===== src/rtl/arithmetic_unit.sv =====
// Registered 32-bit arithmetic unit: transfer/increment/add/subtract/decrement
// through B-input select logic and a full-adder ripple chain, with carry and overflow flags.
module arithmetic_unit (
    input  logic        clk,
    input  logic        rst,
    input  logic [31:0] A,
    input  logic [31:0] B,
    input  logic [1:0]  S,
    input  logic        Cin,
    output logic [31:0] arOut,
    output logic        Cout,
    output logic        V
);

    localparam int unsigned W = 32;

    logic [W-1:0] y;
    logic [W-1:0] sum;
    logic         c31;
    logic         c32;

    // B-input logic: selects the second adder operand
    always_comb begin
        y = '0;
        case (S)
            2'b00: y = '0;
            2'b01: y = B;
            2'b10: y = ~B;
            2'b11: y = '1;
            default: y = '0;
        endcase
    end

    // Ripple-carry adder; c31 is kept for the overflow flag
    always_comb begin
        logic carry;
        carry = Cin;
        sum   = '0;
        c31   = 1'b0;
        for (int i = 0; i < int'(W); i++) begin
            if (i == int'(W) - 1) begin
                c31 = carry;
            end
            sum[i] = A[i] ^ y[i] ^ carry;
            carry  = (A[i] & y[i]) | (carry & (A[i] ^ y[i]));
        end
        c32 = carry;
    end

    always_ff @(posedge clk) begin
        if (rst) begin
            arOut <= '0;
            Cout  <= 1'b0;
            V     <= 1'b0;
        end else begin
            arOut <= sum;
            Cout  <= c32;
            V     <= c31 ^ c32;
        end
    end

endmodule


===== config.mk =====
export PLATFORM = sky130hd
export DESIGN_NAME = arithmetic_unit
export DESIGN_NICKNAME = d
export VERILOG_FILES = /design/src/rtl/arithmetic_unit.sv
export SDC_FILE = /design/constraint.sdc
export NUM_CORES = 1
export LEC_CHECK = 0
export ABC_AREA = 0
export CELL_PAD_IN_SITES_DETAIL_PLACEMENT = 1
export CELL_PAD_IN_SITES_GLOBAL_PLACEMENT = 2
export CORE_ASPECT_RATIO = 2
export CORE_MARGIN = 1.5
export CORE_UTILIZATION = 26
export CTS_CLUSTER_DIAMETER = 120
export DETAILED_ROUTE_END_ITERATION = 10
export GPL_TIMING_DRIVEN = 0
export PLACE_DENSITY_LB_ADDON = 0.3
export SKIP_CTS_REPAIR_TIMING = 1
export SLEW_MARGIN = 10
export SYNTH_ARGS = -nofsm -noshare
export SYNTH_HDL_FRONTEND = slang
export SYNTH_SLANG_ARGS = --single-unit
export TNS_END_PERCENT = 100

===== constraint.sdc =====
create_clock -name clk -period 45 [get_ports clk]
set_input_delay 9 -clock clk [delete_from_list [all_inputs] [get_ports clk]]
set_output_delay 9 -clock clk [all_outputs]
set_load 0.01 [all_outputs]

# [After elaboration in Yosys (flattened, before gate mapping)]
# Cells that the tools add are included.
[totals] inputBits=69 output_inout_bits=34 elab_cells=170 regBits=34
[classes] mux=1 reduce_logical=1 n_bitwise=162 eq_ne=3
[ops] operator="case mux 32 bit (4 select lines)" count=1
[ops] operator="bitwise XOR 1 bit" count=65
[ops] operator="AND 1 bit" count=64
[ops] operator="inverter 32 bit" count=1
[ops] operator="bitwise OR 1 bit" count=32
[ops] operator="equality test 2 bit (second input constant)" count=2
[ops] operator="equality test 2 x 1 -> 1 bit (second input constant)" count=1
[ops] operator="logical NOT 2 bit" count=1

# [Depth between registers and ports, before layout]
# Gate-level depths: netlist of the first run.
[depth] ltp_word=68 mapped_depth=39

# [Worst setup path before layout of the first run]
# OpenSTA, ideal clock, no wires.
[synth_timing] kind="input -> register" from="input port S[0]" to="register arOut[31]" path_buffers=1 arrival_ns=21.581 stages=38 setup_slack_ns=23.355 t_required_ns=44.936 path_cell_list="buf_2 mux2_2 fa_1 fa_1 fa_1 fa_1 fa_1 fa_1 fa_1 fa_1 fa_1 fa_1 fa_1 fa_1 fa_1 fa_1 fa_1 inv_1 (+2 left out) fa_1 fa_1 fa_1 fa_1 fa_1 fa_1 fa_1 fa_1 fa_1 fa_1 fa_1 fa_1 fa_1 fa_1 fa_1 inv_1 fa_1 nor2_1"
[synth_between] elab_chain_cells=66 word_cells_on_any_way=131 cone_classes="eq/ne (3); mux (1); bitwise (126); reduce/logical (1)"
[synth_lines] element="start, declared" line_no="8" source="input logic [1:0] S,"
[synth_lines] element="equality test 2 bit (tied with other cells)" line_no="25" source="case (S)"
[synth_lines] element="case mux 32 bit (4 select lines) *" line_no="25"
[synth_lines] element="bitwise XOR 1 bit" line_no="45" source="carry = (A[i] & y[i]) | (carry & (A[i] ^ y[i]));"
[synth_lines] element="AND 1 bit" line_no="45"
[synth_lines] element="bitwise OR 1 bit" line_no="45"
[synth_lines] element="AND 1 bit" line_no="45"
[synth_lines] element="bitwise OR 1 bit" line_no="45"
[synth_lines] element="AND 1 bit" line_no="45"
[synth_lines] element="(+50 left out)"
[synth_lines] element="bitwise OR 1 bit" line_no="45"
[synth_lines] element="AND 1 bit" line_no="45"
[synth_lines] element="bitwise OR 1 bit" line_no="45"
[synth_lines] element="AND 1 bit" line_no="45"
[synth_lines] element="bitwise OR 1 bit" line_no="45"
[synth_lines] element="AND 1 bit" line_no="45"
[synth_lines] element="bitwise OR 1 bit" line_no="45"
[synth_lines] element="bitwise XOR 1 bit *" line_no="44" source="sum[i] = A[i] ^ y[i] ^ carry;"
[synth_lines] element="end signal, assigned" line_no="56" source="arOut <= sum;"
[synth_lines] element="end, declared" line_no="10" source="output logic [31:0] arOut,"
# Mark *: on every way between the ends. The rest lies on a longest branch, timed or not.
# A chain may end at the register's enable or synchronous reset.

# [Worst setup path in the final report of the first run]
# Same ends and word-level chain as after synthesis.

==> results.md, run 1 <==
- The clock passes through at most 2 buffers.
- The worst setup path is captured at a register.
- The wire length reported by the detailed router is 5530 um.
- For the pin with the worst max-slew slack, the measured transition is 0.241 ns.
- The number of fill cells in the layout is 804.
- The worst setup path is launched from a primary input.
- The TritonCTS clock tree is yes.
- The final HPWL from detailed placement is 4520 um.
- The path class of the tightest hold or removal check is primary input to register.
- The number of endpoints failing setup at the final stage is 0.
- The via count of the first global-routing pass is 1,736.
- The synthesized netlist occupies a cell area of 0.00196 mm2.
- The number of detailed-route iterations in the first pass is 2.
- Setup total negative slack on the finished layout was measured at 0 ns.
- The weighted congestion reported at the end of routability-driven placement is 0.703.
- The clock input transition at the sequential cells of the worst setup and hold paths is 0.05 ns.
- Timing would allow up to 0.0441 GHz.
- The post-synthesis to final-layout area growth is 65.0%.
- On the worst path, the slowest cell contributes a delay of 0.49 ns.
- By count the netlist is led by sky130_fd_sc_hd__dfxtp_1, sky130_fd_sc_hd__fa_1, sky130_fd_sc_hd__mux2_2, sky130_fd_sc_hd__nor2b_1, sky130_fd_sc_hd__buf_2.
- The final cycle utilization of the critical path is 0.504.
- The cell with the largest stage delay on the worst path is sky130_fd_sc_hd__clkdlybuf4s50_1.
- In the final layout, the share of cells above drive strength 1 is 0.176.
- The number of antenna violations at the first check in global routing is 0.
- The via total after detailed routing is 1,468.
- During synthesis, Yosys emitted a total of 0 warnings.
- The final layout net count is 357.
- The flow ran to the end, and the final reports show no timing, DRC or antenna violations.
- The root cell of the clock tree is sky130_fd_sc_hd__clkbuf_16.
- Among all flip-flop cells after synthesis, the most frequent one is sky130_fd_sc_hd__dfxtp_1.
- The synthesized design contains 34 register bits.
- The global-route wire length before repair is 8810 um.
- Headroom to the max-slew limit came out at 0.839.
- The max-capacitance violation count is 0.
- The core region is 0.00727 mm2.
- Counting every sink on the clock net gives 34.
- In this run the count of I/O pins placed on the die edge is 103.
- In this run the power density over the cells is 32.1 mW/mm2.
- At the worst endpoint, the arrival time is 22.91 ns.
- The die width is 64.4 um.
- The largest net degree at the start of global routing is 11.
- VDD sags by at most 16.3 uV.
- The gate count after technology mapping is 147.
- After synthesis, the cell types taking the most area are sky130_fd_sc_hd__dfxtp_1, sky130_fd_sc_hd__fa_1, sky130_fd_sc_hd__mux2_2.
- The number of H-tree levels is 2.
- After detailed placement, the design holds a cell count of 341.
- The clock buffer count from CTS is 5.
- The port buffer count is 102.
- The post-route DRC violation count is 0.
- After detailed routing, the number of vias per cell comes to 4.23.
- The distinct cell type count of the synthesized netlist is 10.
- In this run the remaining antenna-violating nets after routing total 0.
- For this run, the register share of the synthesized area comes to 0.347.
- The mean post-synth cell area is 13.3 um2.
- After the first detailed-routing iteration, the DRC count stood at 32.
- Setup repair after global routing left no endpoint under its margin.
- The total count of max-transition violations in the final report is 0.
- The cell row count is 44.
- The final instance count without filler cells is 347.
- For this run, the total global-route usage over all layers was measured as 0.151.
- The area fraction of the dominant cell type after synthesis is 0.347.
- The synthesized net count is 248.
- The repair_antennas step left the layout with diodes totalling 0.
- The required time of the worst setup path is 45.21 ns.
- The share of synthesized registers carrying an async set or reset is 0.
- The largest fanout on the critical path is 10.
- The type of the worst setup path is primary input to register.
- The number of enable flip-flop cells after synthesis is 0.
- The final hold violation count is 0.
- The most common cell type on the critical path is sky130_fd_sc_hd__fa_1.
- Global routing finished with a remaining overflow of 0.
- The smallest clock period supported by the final layout is computed as 22.70 ns.
- The die extent in y is 126 um.
- After detailed routing, the average wire length per cell comes to 15.9 um.
- The biggest area consumer among synthesized cells is sky130_fd_sc_hd__dfxtp_1.
- By instance count, the leading cell after synthesis is sky130_fd_sc_hd__dfxtp_1.
- The initial core utilization is 0.270.
- The area of the die is 0.00811 mm2.
- The leakage component of the power is 1.25 nW.
==> layout make-up <==
type                    instances  area [um2]  area share
well taps                      92         115      0.0356
flip-flops and latches         34         681       0.210
repair buffers                102        1020       0.315
clock buffers                   6         139      0.0429
plain buffers                   9        52.6      0.0162
inverters                       5        18.8     0.00580
multi-input cells              99        1210       0.374
==> metrics by stage <==
stage                     hold slack [ns]  area (um2)  power (mW)   util  setup WS, ns
after CTS                            9.42        3240       0.106  0.445         22.19
after detailed placement             9.71        3100      0.0722  0.426         21.97
after global placement               9.71        3100      0.0712  0.426         22.08
after global routing                 9.47        3240       0.111  0.445         21.82
final                                9.42        3240       0.104  0.445         22.30
after floorplan                      9.07        1960      0.0519      -         23.36
==> flip-flops by register name, summed over array words and instances, names as in the netlist <==
name / count
arOut: 32
Cout: 1
V: 1
==> metal layers <==
| layer | vias to the layer above | part of all wire | global-route usage |
|---|---|---|---|
| li1 | 678 | - | - |
| met1 | 724 | 0.31 | 0.133 |
| met2 | 60 | 0.61 | 0.304 |
| met3 | 6 | 0.065 | 0.0473 |
| met4 | 0 | 0.014 | 0.0488 |
| met5 | - | 0 | 0 |
==> layout by cell type (no fill, tap or decap) <==
cell                              synthesis  final
sky130_fd_sc_hd__nor2_1                   4      4
sky130_fd_sc_hd__xor2_1                   1      1
sky130_fd_sc_hd__buf_2                    6      6
sky130_fd_sc_hd__buf_4                    3      3
sky130_fd_sc_hd__clkbuf_8                 0      1
sky130_fd_sc_hd__mux2i_1                  2      2
sky130_fd_sc_hd__inv_1                    5      5
sky130_fd_sc_hd__mux2_2                  30     30
sky130_fd_sc_hd__clkdlybuf4s50_1          0    102
sky130_fd_sc_hd__nor2b_1                 30     30
sky130_fd_sc_hd__fa_1                    32     32
sky130_fd_sc_hd__clkbuf_16                0      5
sky130_fd_sc_hd__dfxtp_1                 34     34
==> where the power goes <==
group | total, mW | switching (mW) | leakage, nW | internal (mW)
sequential | 0.0361 | 0.00123 | 0.283 | 0.0349
combinational | 0.0346 | 0.0130 | 0.895 | 0.0216
clock | 0.0332 | 0.0118 | 0.0688 | 0.0214
total | 0.104 | 0.0261 | 1.25 | 0.0778
==> kinds of logic (layout without fill, tap and decap cells) <==
kind of cell  Yosys count  in the layout  synth area share
buf+inv                14            122            0.0364
simple gates           34             34             0.103
mux                    32             32             0.182
xor+xnor                1              1           0.00447
flops                  34             34             0.347
fa+ha+maj              32             32             0.327
==> critical path, delay by kind of cell <==
kind                       cells  cell delay, ns
buffers and inverters          5            0.95
muxes                          1            0.30
adders and majority gates     32           12.54
and+or+nand+nor                1            0.11
==> path summary, 6_finish.rpt <==
path | from | to | cells past startpoint
hold / removal | rst | arOut[22] | 2
setup / recovery | S[0] | arOut[31] | 39
Power figures use the tool's default switching activity.
==> inputs of run 2 (changes only) <==
- CORE_UTILIZATION: 26 -> 24
- clock period: 45 -> 21.1 ns (I/O delays scaled with it)
==> run 2 against run 1 <==
Cell area increased by 0.15%. Highest routed layer unchanged. Largest cell class unchanged. Routed wire length increased by 2.3%. Critical endpoint unchanged. Total power increased by 110%.
==> results.md, run 2 (synthesis results as in run 1) <==
- Entering global routing, the biggest net connects 11 pins.
- The register with the most flip-flops in the layout has 32 of them.
- Measured on the finished design, the core utilization comes to 0.408.
- For this block, the initial DRC count from the detailed router was 20.
- The max-capacitance violation count is 0.
- Power comes to 0.222 mW.
- The die covers 0.00876 mm2.
- The final HPWL from detailed placement is 4640 um.
- For the finished layout, the period the worst path requires is 17.87 ns.
- The number of detailed-route iterations in the first pass is 4.
- The peak ir drop on the vdd network is 28.8 uV.
- During placement, the flow inserted port buffers numbering 102.
- The count of cells in the finished layout, fillers not included, comes to 351.
- The residual antenna-violating net count after detailed routing is 0.
- For this run the aggregate overflow at the end of global routing stands at 0.
- The number of H-tree levels is 2.
- In this run the power density over the cells is 68.5 mW/mm2.
- The worst setup slack after layout is 3.23 ns.
- Setup repair after global routing left no endpoint under its margin.
- The area of the multi-input gates is 0.00121 mm2.
- Of all nets on the critical path, the largest fanout is 10.
- Of the total power, combinational logic draws 0.330.
- The cell with the largest stage delay on the worst path is sky130_fd_sc_hd__clkdlybuf4s50_1.
- CTS placed an instance of sky130_fd_sc_hd__clkbuf_16 at the clock tree root.
- Routability-driven placement finished with a final weighted congestion of 0.694.
- The initial utilization of the core area, before any placement, comes to 0.247.
- The die extent in y is 131 um.
- The worst setup path is of the primary input to register kind.
- The final hold violation count came to 0.
- The register with the most flip-flops in the final layout is arOut.
- At the worst endpoint, the arrival time is 18.08 ns.
- The leading cell type in the layout, fill and taps excluded is sky130_fd_sc_hd__clkdlybuf4s50_1.
- The most critical setup path has its startpoint at S[0].
- The final layout net count is 357.
- Once placement completed, the tool counted placed cells totaling 345.
- The routed design has 5660 um of wire.
- The share of total power dissipated in the clock network is 0.321.
- In the final routed layout, each cell accounts on average for 16.1 um.
- Relative to the synthesized area, the layout overhead comes to 65.2%.
- In the final layout, the registers with the most flip-flops are arOut (32), Cout (1), V (1).
- The via total after detailed routing is 1,459.
- In the final timing run, aggregate negative setup slack is 0 ns.
- The power dissipated by switching net loads is 0.0562 mW.
- The core region is 0.00794 mm2.
- The most common cell type on the critical path is sky130_fd_sc_hd__fa_1.
- The via count normalized by instance count is 4.16.
- Timing analysis after detailed placement gives a worst setup slack of 2.84 ns.
- The worst setup path is launched from a primary input.
- The filler cells instantiated in the layout total 879.
- The clock drives 34 sinks.
- The internal power of the cells totals 0.166 mW.
- The first global-routing pass estimated 8740 um of wire.
- The worst hold-check slack is 4.63 ns.
- The share of total power dissipated in sequential elements is 0.348.
- The number of antenna violations at the first check in global routing is 0.
- The clock buffer count from CTS is 5.
- For this run, the slowest stage of the critical path takes 0.49 ns.
- The overall fraction of global-route tracks in use is 0.142.
- The switching portion of total power is 0.253.
- The sequential cell area is 681 um2.
- Clock-pin slew was measured on the worst setup and hold paths at 0.05 ns.
- The post-route DRC violation count is 0.
- The number of antenna diodes in the final layout is 0.
- The final cycle utilization of the critical path is 0.847.
- Setup violations remaining at the end of the flow were counted as 0.
- After floorplanning, the core was divided into 46 placement rows.
- The pin slew with the least headroom to its limit is 0.242 ns.
- The post-place instance area is 0.00310 mm2.
- For the worst setup path, the data required time is 21.32 ns.
- The leakage component of the power is 1.25 nW.
- The maximum root-to-sink buffer count is 2.
- The via count of the first global-routing pass is 1,749.
- The share of layout cells above drive strength 1 is 0.176.
- The endpoint of the most critical setup path is arOut[31].
- The min-delay analysis places its worst path in the category primary input to register.
- The I/O pin total is 103.
- The type of element capturing the critical path is a register.
- Measured along the x axis, the die boundary spans 66.9 um.
- The run finished with clean final reports.
- In the layout the commonest cells are sky130_fd_sc_hd__clkdlybuf4s50_1, sky130_fd_sc_hd__dfxtp_1, sky130_fd_sc_hd__fa_1.
- The cell area after layout is 0.00324 mm2.
- TritonCTS built the clock tree.
- Based on the critical path, the design can be clocked at up to 0.0560 GHz.
- The total count of max-transition violations in the final report came to 0.
- The worst pin sits at a relative slew slack of 0.839.
run 2: critical path, delay by kind of cell:
kind                     cells  cell delay (ns)
adder cells (fa/ha/maj)     32            12.52
buffers and inverters        5             0.95
multiplexers                 1             0.30
AND/OR/NAND/NOR              1             0.10
run 2: cell type report:
type | count | share of cell area
clock buffer | 6 | 0.0428
timing repair buffer | 102 | 0.315
sequential | 34 | 0.210
buffer | 9 | 0.0162
multi-input combinational | 99 | 0.373
inverter | 5 | 0.00579
tap | 96 | 0.0371
run 2: layer usage:
layer	part of all wire	vias up	GRT usage
li1	-	678	-
met1	0.30	715	0.121
met2	0.62	60	0.289
met3	0.064	6	0.0385
met4	0.017	0	0.0612
met5	0	-	0
run 2: how the worst min path moves through the flow:
stage | cells after the start | to | from
2_1_floorplan | 1 | arOut[20] | rst
4_1_cts | 2 | arOut[23] | rst
5_1_grt | 2 | arOut[23] | rst
3_3_place_gp | 2 | arOut[21] | rst
3_5_place_dp | 2 | arOut[23] | rst
6_report | 2 | arOut[22] | rst
run 2: power by group through the flow:
stage	Sequential, mW	Clock (mW)	Combinational (mW)
global route	0.0783	0.0766	0.0820
finish	0.0773	0.0714	0.0734
global placement	0.0788	0	0.0732
floorplan	0.0837	0	0.0271
CTS	0.0775	0.0744	0.0755
detailed placement	0.0788	0	0.0750
==> inputs of run 3 (changes only) <==
- clock period: 21.1 -> 16.6 ns (I/O delays scaled with it)
==> run 3 against run 2 <==
First-iteration DRC count increased by 20%. Global-route usage did not move. Count of clock-buffer cells in the layout is the same. Clock power up 27%. Cell count stayed put. Die area is the same. Critical path depth down 1. Via count up 0.21%. Sequential share of layout area down 0.25 points. Largest cell class unchanged. Flip-flop and latch count unchanged. Routed wire length is 0.60% higher. Largest power group unchanged.
==> results.md, run 3 (synthesis results as in run 1) <==
- The flow ran to the end, and the final reports show no timing, DRC or antenna violations.
- The time the final worst path needs with I/O delays and setup is 16.17 ns.
- From synthesis to final layout, the design area changed by 67.2%.
- The clock drives 34 sinks.
- The final hold violation count is 0.
- Counting instances, the worst hold path has a depth of 2.
- In the global route stage, overall resource usage came out at 0.142.
- The count of nets left with antenna violations once routing finished came out at 0.
- The internal power is 0.212 mW.
- The number of endpoints failing setup at the final stage is 0.
- The number of antenna violations at the first check in global routing is 0.
- After the flow finishes, the layout carries non-filler instances totaling 351.
- The clock input transition at the sequential cells of the worst setup and hold paths is 0.05 ns.
- The slowest stage of the critical path is the sky130_fd_sc_hd__clkdlybuf4s50_1 cell.
- The via count normalized by instance count is 4.17.
- In this run the worst path has a maximum fanout of 2.
- The largest registers in the layout are arOut (32), Cout (1), V (1).
- The root cell of the clock tree is sky130_fd_sc_hd__clkbuf_16.
- The area of the multi-input gates is 0.00124 mm2.
- In the layout the commonest cells are sky130_fd_sc_hd__clkdlybuf4s50_1, sky130_fd_sc_hd__dfxtp_1, sky130_fd_sc_hd__mux2_2, sky130_fd_sc_hd__nor2b_1, sky130_fd_sc_hd__fa_1.
- The initial core utilization is 0.247.
- The iteration-0 DRC count of the detailed router is 24.
- The via count of the first global-routing pass is 1,749.
- The cell area after layout is 0.00328 mm2.
- The number of clock buffers added by TritonCTS is 5.
- arOut holds more flip-flops than any other register.
- The TritonCTS clock tree is yes.
- The pin slew with the least headroom to its limit is 0.198 ns.
- Prior to clock tree synthesis, the placed netlist has a worst setup slack of -0.760 ns.
- The cell row count is 46.
- The weighted congestion reported at the end of routability-driven placement is 0.694.
- Setup slack on the critical path of the routed design comes to 0.427 ns.
- Entering global routing, the biggest net connects 11 pins.
- VDD sags by at most 36.6 uV.
- By startpoint and endpoint, the worst setup path is classified as primary input to register.
- Timing would allow up to 0.0618 GHz.
- The final HPWL from detailed placement is 4640 um.
- The global routing met2 resource utilization is 0.289.
- Among the stages of the critical path, the cell type that occurs most often is sky130_fd_sc_hd__fa_1.
- The final layout net count is 357.
- Of the total power, the share spent switching nets is 0.253.
- The port buffer count is 102.
- After detailed placement, the total cell area comes to 0.00310 mm2.
- Dividing the detail-routed wire length by the instance count gives 16.2 um.
- The max-capacitance violation count is 0.
- The fraction of met3 tracks used by global routing is 0.0385.
- The clock tree synthesis step divided the H-tree into 2 levels.
- During I/O placement, the number of pins put on the boundary was 103.
- For this run, global-route usage on met1 was measured as 0.121.
- The number of diodes added for antenna fixing is 0.
- The ratio of total power to cell area is 86.5 mW/mm2.
- The delay of the slowest cell on the worst path is 0.46 ns.
- The maximum root-to-sink buffer count is 2.
- The final cycle utilization of the critical path is 0.974.
- The worst setup path is launched from a primary input.
- The worst hold path class is primary input to register.
- The total area inside the core boundary comes to 0.00794 mm2.
- The die width is 66.9 um.
- The global routing's busiest layer is met2.
- The global-route wire length before repair is 8740 um.
- The share of layout cells above drive strength 1 is 0.220.
- STA classifies the critical path endpoint as a register.
- In the final layout, flip-flops and latches occupy 681 um2.
- In this run the tightest slew margin relative to its limit is 0.864.
- At the worst endpoint, the arrival time is 16.39 ns.
- The number of detailed-route iterations in the first pass is 4.
- The wire length reported by the detailed router is 5690 um.
- The floorplan step set the die height to 131 um.
- The die covers 0.00876 mm2.
- The sum of negative setup slack is 0 ns.
- The post-placement cell count is 345.
- Setup repair after global routing left no endpoint under its margin.
- The leakage component of the power is 1.26 nW.
- The power dissipated by switching net loads is 0.0719 mW.
- The share of total power dissipated in sequential elements is 0.346.
- The total grt overflow is 0.
- The leading cell type in the layout, fill and taps excluded is sky130_fd_sc_hd__clkdlybuf4s50_1.
- The post-layout utilization of the core is 0.413.
- The portion of total power attributed to combinational logic is 0.334.
- Data on the critical path is required at its endpoint by 16.82 ns.
- The number of flip-flops in the largest register is 32.
- The post-route DRC violation count is 0.
- The via total after detailed routing is 1,462.
- The layout has 874 filler cells.
- The total count of max-transition violations in the final report was 0.
- The part of the total power dissipated in the clock network is 0.320.
[run 3: cell types whose count changed in the layout (fill, tap and decap cells not counted), sizes merged]
cell	delta
clkdlybuf4s50	-2
dlymetal6s2s	+2
[run 3: power by group through the flow]
stage / registers [mW] / logic, mW / clock network, mW
after floorplan: 0.106 / 0.0344 / 0
after global placement: 0.100 / 0.0931 / 0
after detailed placement: 0.100 / 0.0953 / 0
after CTS: 0.0986 / 0.0959 / 0.0946
after global routing: 0.0995 / 0.106 / 0.0974
final: 0.0983 / 0.0948 / 0.0907
[run 3: routing by layer]
metal  up-vias  wire (um)
met1       718       1720
met2        60       3510
li1        678          -
met5         -          0
met3         6        359
met4         0         96
[run 3: final timing paths]
kind                  slack [ns]  startpoint         to
worst min-delay path        3.73         rst  arOut[22]
worst max-delay path        0.43        B[0]  arOut[31]
[run 3: area by class of cell]
cell class	instances	area share
buffer	9	0.0179
timing repair buffer	102	0.313
sequential	34	0.207
inverter	5	0.00572
multi-input combinational	99	0.377
tap	96	0.0366
clock buffer	6	0.0423
[run 3: critical path: cells and delay by family]
| family | cells | cell delay [ns] |
|---|---|---|
| simple gates | 1 | 0.10 |
| buf+inv | 4 | 0.67 |
| fa+ha+maj | 32 | 11.94 |
| mux | 1 | 0.34 |
[run 3: per-stage QoR]
step,power (mW),hold WS (ns)
floorplan,0.141,3.39
global placement,0.193,4.03
detailed placement,0.195,4.02
CTS,0.289,3.73
global route,0.303,3.76
finish,0.284,3.73
